[config.mk]
export PLATFORM = sky130hd
export DESIGN_NAME = branch_redirect_flat
export DESIGN_NICKNAME = d
export VERILOG_FILES = /design/src/rtl/branch_redirect_pkg.sv /design/src/rtl/branch_redirect_if.sv /design/src/rtl/branch_target.sv /design/src/rtl/branch_redirect.sv /design/src/flat_wrapper.sv
export SDC_FILE = /design/constraint.sdc
export NUM_CORES = 1
export LEC_CHECK = 0
export BUFFER_PORTS_ARGS = -buffer_cell sky130_fd_sc_hd__buf_2
export CORE_MARGIN = 2
export CORE_UTILIZATION = 59
export DETAILED_ROUTE_END_ITERATION = 8
export PLACE_DENSITY_LB_ADDON = 0.08
export SLEW_MARGIN = 15
export SYNTH_ARGS = -nofsm -noshare
export SYNTH_HDL_FRONTEND = slang
export SYNTH_SLANG_ARGS = --single-unit
[constraint.sdc]
create_clock -name clk -period 4.7 [get_ports clk]
set_input_delay 0.235 -clock clk [delete_from_list [all_inputs] [get_ports clk]]
set_output_delay 0.235 -clock clk [all_outputs]
set_load 0.01 [all_outputs]
[src/rtl/branch_redirect_pkg.sv]
// branch_redirect_pkg: shared widths, PC constants and FSM state encoding for the branch redirect slice
package branch_redirect_pkg;
    localparam int FULLW = 32;
    localparam int PC_INC = 4;
    localparam int PC_AHEAD = 8;
    typedef enum logic {
        BR_RUN = 1'b0,
        BR_FLUSH = 1'b1
    } br_state_e;
endpackage

[src/rtl/branch_redirect_if.sv]
// branch_redirect_if: decode-to-fetch branch interface; BRANCH_LINK_EN adds the link-register write port
interface branch_redirect_if #(
    parameter int FULLW = branch_redirect_pkg::FULLW
);
    logic stall_in;
    logic ib_in;
    logic dec_valid_in;
    logic cond_pass_in;
    logic [FULLW-1:0] bv_in;
    logic [FULLW-1:0] br_pc_in;
    logic [FULLW-1:0] pc_out;
    logic fetch_valid_out;
    logic flush_out;
    logic busy_out;
`ifdef BRANCH_LINK_EN
    logic link_in;
    logic lr_we_out;
    logic [FULLW-1:0] lr_data_out;
    modport master (
        output stall_in, ib_in, dec_valid_in, cond_pass_in, bv_in, br_pc_in, link_in,
        input pc_out, fetch_valid_out, flush_out, busy_out, lr_we_out, lr_data_out
    );
    modport slave (
        input stall_in, ib_in, dec_valid_in, cond_pass_in, bv_in, br_pc_in, link_in,
        output pc_out, fetch_valid_out, flush_out, busy_out, lr_we_out, lr_data_out
    );
`else
    modport master (
        output stall_in, ib_in, dec_valid_in, cond_pass_in, bv_in, br_pc_in,
        input pc_out, fetch_valid_out, flush_out, busy_out
    );
    modport slave (
        input stall_in, ib_in, dec_valid_in, cond_pass_in, bv_in, br_pc_in,
        output pc_out, fetch_valid_out, flush_out, busy_out
    );
`endif
endinterface

[src/rtl/branch_target.sv]
// branch_target: branch target adder, br_pc + read-PC offset + byte offset, wrapping modulo 2^FULLW
module branch_target #(
    parameter int FULLW = branch_redirect_pkg::FULLW,
    parameter int PC_AHEAD = branch_redirect_pkg::PC_AHEAD
) (
    input logic [FULLW-1:0] br_pc,
    input logic [FULLW-1:0] bv,
    output logic [FULLW-1:0] target
);
    assign target = br_pc + FULLW'(PC_AHEAD) + bv;
endmodule

[src/rtl/branch_redirect.sv]
// branch_redirect: owns the fetch PC, redirects on taken branches and squashes wrong-path fetches
// Optional macro BRANCH_LINK_EN adds the link-register write (lr_we_out/lr_data_out).
module branch_redirect #(
    parameter int FULLW = branch_redirect_pkg::FULLW,
    parameter logic [31:0] RESET_PC = 32'h0,
    parameter int PC_AHEAD = branch_redirect_pkg::PC_AHEAD,
    parameter int FLUSH_CYCLES = 2
) (
    input logic clk,
    input logic reset,
    branch_redirect_if.slave bus
);
    import branch_redirect_pkg::*;
    localparam int CW = FLUSH_CYCLES > 1 ? $clog2(FLUSH_CYCLES) : 1;
    br_state_e state;
    logic [CW-1:0] cnt;
    logic [FULLW-1:0] pc;
    logic [FULLW-1:0] target;
    logic fetch_valid;
    logic flush;
    logic take;
    branch_target #(.FULLW(FULLW), .PC_AHEAD(PC_AHEAD)) u_target (
        .br_pc(bus.br_pc_in),
        .bv(bus.bv_in),
        .target(target)
    );
    assign take = bus.ib_in & bus.dec_valid_in & bus.cond_pass_in & ~bus.stall_in & (state == BR_RUN);
    always_ff @(posedge clk) begin
        if (reset) begin
            state <= BR_RUN;
            cnt <= '0;
            pc <= FULLW'(RESET_PC);
            fetch_valid <= 1'b1;
            flush <= 1'b0;
        end else begin
            flush <= 1'b0;
            if (take) begin
                state <= BR_FLUSH;
                cnt <= CW'(FLUSH_CYCLES - 1);
                pc <= target;
                fetch_valid <= 1'b0;
                flush <= 1'b1;
            end else if (!bus.stall_in) begin
                pc <= pc + FULLW'(PC_INC);
                if (state == BR_RUN || cnt == '0) begin
                    state <= BR_RUN;
                    fetch_valid <= 1'b1;
                end else begin
                    cnt <= cnt - 1'b1;
                end
            end
        end
    end
`ifdef BRANCH_LINK_EN
    logic lr_we;
    logic [FULLW-1:0] lr_data;
    always_ff @(posedge clk) begin
        if (reset) begin
            lr_we <= 1'b0;
            lr_data <= '0;
        end else begin
            lr_we <= take & bus.link_in;
            if (take && bus.link_in) lr_data <= bus.br_pc_in + FULLW'(PC_INC);
        end
    end
    assign bus.lr_we_out = lr_we;
    assign bus.lr_data_out = lr_data;
`endif
    assign bus.pc_out = pc;
    assign bus.fetch_valid_out = fetch_valid;
    assign bus.flush_out = flush;
    assign bus.busy_out = state == BR_FLUSH;
endmodule

[src/flat_wrapper.sv]
// flat-port wrapper written by rule: the top's interface ports become plain ports
module branch_redirect_flat import branch_redirect_pkg::*;
#(
    parameter int FULLW = branch_redirect_pkg::FULLW,
    parameter logic [31:0] RESET_PC = 32'h0,
    parameter int PC_AHEAD = branch_redirect_pkg::PC_AHEAD,
    parameter int FLUSH_CYCLES = 2
)
  (clk, reset, bus_stall_in, bus_ib_in, bus_dec_valid_in, bus_cond_pass_in, bus_bv_in, bus_br_pc_in, bus_pc_out, bus_fetch_valid_out, bus_flush_out, bus_busy_out);
  branch_redirect_if #(.FULLW(FULLW)) bus_i ();
  input logic clk;
  input logic reset;
  input wire logic [$bits(bus_i.stall_in)-1:0] bus_stall_in;
  input wire logic [$bits(bus_i.ib_in)-1:0] bus_ib_in;
  input wire logic [$bits(bus_i.dec_valid_in)-1:0] bus_dec_valid_in;
  input wire logic [$bits(bus_i.cond_pass_in)-1:0] bus_cond_pass_in;
  input wire logic [$bits(bus_i.bv_in)-1:0] bus_bv_in;
  input wire logic [$bits(bus_i.br_pc_in)-1:0] bus_br_pc_in;
  output wire logic [$bits(bus_i.pc_out)-1:0] bus_pc_out;
  output wire logic [$bits(bus_i.fetch_valid_out)-1:0] bus_fetch_valid_out;
  output wire logic [$bits(bus_i.flush_out)-1:0] bus_flush_out;
  output wire logic [$bits(bus_i.busy_out)-1:0] bus_busy_out;
  assign bus_i.stall_in = bus_stall_in;
  assign bus_i.ib_in = bus_ib_in;
  assign bus_i.dec_valid_in = bus_dec_valid_in;
  assign bus_i.cond_pass_in = bus_cond_pass_in;
  assign bus_i.bv_in = bus_bv_in;
  assign bus_i.br_pc_in = bus_br_pc_in;
  assign bus_pc_out = bus_i.pc_out;
  assign bus_fetch_valid_out = bus_i.fetch_valid_out;
  assign bus_flush_out = bus_i.flush_out;
  assign bus_busy_out = bus_i.busy_out;
  branch_redirect #(.FULLW(FULLW), .RESET_PC(RESET_PC), .PC_AHEAD(PC_AHEAD), .FLUSH_CYCLES(FLUSH_CYCLES)) u_core (.clk(clk), .reset(reset), .bus(bus_i));
endmodule
==> impl_metrics.py <==
metrics = {
    "status": {
        "status": "completed",
    },
    "placement": {
        "post-dp-hpwl_um": 8560,
        "numPortBuffers": 104,
        "placed_cell_area_um2": 4520,
        "gp_congestion": 0.912,
    },
    "drt": {
        "totalWireLength_um": 11000,
        "drtAntennaViolNets": 0,
        "wl_per_cell_um": 15.7,
        "vias": 4492,
        "drtIter0Drc": 343,
        "drc": 0,
        "viasPerCell": 6.41,
        "firstDrtPassIters": 4,
    },
    "sta": {
        "finalSetupTns_ns": 0,
        "min_period_ns": 3.08,
        "fin_crit_sh_pct": 65.6,
        "max_freq_ghz": 0.324,
        "tightest_slew_ns": 0.683,
        "clock_skew_ns": 0.00537,
        "rsz0062_at_grt": "false",
        "setup_violations": 0,
        "relSlewSlack_pct": 54.4,
        "slew_violations": 0,
        "hold_viol_final": 0,
    },
    "grt": {
        "met1_usage_pct": 38.9,
        "use_met2_pct": 49.1,
        "grt-busiest-layer": "met2",
        "grt_antenna_before_repair": 0,
        "grt_max_degree": 44,
        "grt_use_total_pct": 29.2,
        "gr-total-overflow": 0,
        "grt_pass1_wl_um": 18200,
        "use_met3_pct": 5.14,
        "grt_pass1_vias": 4052,
    },
    "synthesis": {
        "ys_ff_latch": 36,
        "synth_edf_count": 0,
        "synth_compound_area_share_pct": 28.4,
        "avgSynthCellArea_um2": 7.51,
        "synth_cell_type_count": 65,
        "yosysSeqAreaShare_pct": 17.9,
        "synth.net_count": 669,
        "synth_top_area_share_pct": 19.3,
        "muxShareOfSynthArea_pct": 0.528,
        "synth-xor-area-share_pct": 5.00,
        "yosys-top-cells-count": "a21oi_1, ha_1, o21ai_0",
        "synth_async_sr_flop_share_pct": 0,
        "synthSimpleGateAreaFrac_pct": 23.3,
        "yosys_warnings": 0,
        "netlist_instances": 536,
        "synth_adder_area_share_pct": 19.8,
        "synth_top_family_by_area": "compound AO/OA/AOI/OAI gates",
        "synth_top_area_cell": "ha_1",
        "yosys-top-cells-area": "ha_1, dfxtp_1, a21oi_1, o21ai_0, nand2_1",
        "synth_flop_cell": "dfxtp_1",
        "syn_area_um2": 4030,
    },
    "job": {
        "cap_violations": 0,
    },
    "floorplan": {
        "initial_core_util_pct": 60.3,
        "die_w_um": 86.6,
        "die_area_um2": 7500,
        "ios": 105,
        "row_count": 30,
        "fp.coreArea_um2": 6680,
        "die_h_um": 86.6,
    },
    "clock_tree": {
        "clk_path_buf_depth": 2,
        "cts_inserted_buffers": 5,
        "cts.reportedPaths.clkPinSlew_ns": 0.08,
        "cts_tree": "built",
        "cts_root_buffer": "clkbuf_8",
        "insertion_delay_ns": 0.30,
        "post_cts_resized": 0,
        "clock_sinks": 36,
        "htreeDepth": 2,
        "postCtsSetupBuffers": 0,
        "hold_buffers": 0,
    },
    "final_layout": {
        "syn2layout_area_growth_pct": 15.5,
        "final-seq-area_um2": 721,
        "diodes": 0,
        "num-fill-cells": 585,
        "nets": 753,
        "multi_input_area_um2": 3100,
        "layout-drive-gt1-share_pct": 20.3,
        "stdcell_area_um2": 4650,
    },
    "setup_path": {
        "reg2regPathDepth": 9,
        "crit_type": "input port to flop",
        "worstPathMaxFanout": 7,
        "crit_path_end_kind": "flop",
        "start_kind": "input port",
        "critPathArrivalTime_ns": 3.27,
        "crit_required_ns": 4.88,
    },
    "min_path": {
        "whs_path_depth": 4,
        "hold_class": "input port to flop",
    },
    "power_and_ir_drop": {
        "powerDensity_nw_per_um2": 225,
        "ir_worst_vdd_mv": 0.111,
        "static-leakage-power_uw": 0.00218,
    },
}
-- power by group --
| part | total (µW) | switching [µW] | internal (µW) |
|---|---|---|---|
| registers | 326 | 11.3 | 314 |
| clock network | 305 | 118 | 187 |
| logic | 416 | 240 | 175 |
-- cell usage in the layout (no fill, tap or decap), types with 14 or more instances in the layout --
cell type / netlist / layout
inv_1: 18 / 18
ha_1: 62 / 62
nand3_1: 19 / 19
nor3_1: 20 / 20
a21oi_1: 62 / 62
o21ai_0: 41 / 41
a31oi_1: 15 / 15
a21o_1: 14 / 14
buf_2: 0 / 104
xnor2_1: 15 / 15
nand2_1: 40 / 40
dfxtp_1: 36 / 36
nor2_1: 38 / 38
-- stage by stage --
stage	hold WS (ns)	setup slack [ns]	util, %	total power (µW)	instances
after CTS	0.305	1.61	69.6	1040	701
final	0.299	1.62	69.6	1050	701
after global placement	0.439	1.41	67.7	734	693
after detailed placement	0.463	1.29	67.7	742	693
after global routing	0.331	1.47	69.6	1110	701
after floorplan	0.464	1.66	-	632	536
-- sequential cells by signal, summed over array words and instances (netlist names) --
name	cells
u_core.bus.flush_out	1
u_core.bus.fetch_valid_out	1
u_core.bus.pc_out	32
u_core.cnt	1
u_core.bus.busy_out	1
-- kinds of logic after synthesis --
kind of cell | count (synthesis)
AOI/OAI and AO/OA | 183
xor gates and xnor gates | 23
adders and majority gates | 63
buffers and inverters | 47
DFF | 36
muxes | 2
and+or+nand+nor | 182
-- worst paths after layout --
path / from / endpoint / slack [ns]
worst max-delay path: bus_br_pc_in[8] / u_core.bus.pc_out[21] / 1.62
worst min-delay path: bus_bv_in[0] / u_core.bus.pc_out[0] / 0.30
worst max register to register: u_core.bus.pc_out[2] / u_core.bus.pc_out[28] / 2.33
worst min register to register: u_core.bus.pc_out[0] / u_core.bus.pc_out[0] / 0.48
-- per-layer routing --
| metal | vias up | share of wire, % |
|---|---|---|
| li1 | 2182 | - |
| met1 | 2092 | 44 |
| met2 | 201 | 47 |
| met3 | 17 | 7.6 |
| met4 | 0 | 1.8 |
| met5 | - | 0 |
-- layout make-up --
| type | count | area share, % |
|---|---|---|
| clock inverter | 1 | 0.646 |
| timing repair buffer | 106 | 11.5 |
| multi-input combinational | 453 | 66.7 |
| sequential | 36 | 15.5 |
| clock buffer | 7 | 2.07 |
| tap | 80 | 2.15 |
| inverter | 18 | 1.45 |
-- worst max-delay path, cell delays in order --
cell	delay (ns)
buf_2	0.10
ha_1	0.29
ha_1	0.41
a211oi_4	0.31
nor4_1	0.09
a211o_1	0.32
or4_2	0.61
a31oi_1	0.27
o21ai_1	0.13
xnor2_1	0.13
a2111oi_0	0.38
Note: power is estimated with default switching activity, not from simulation.
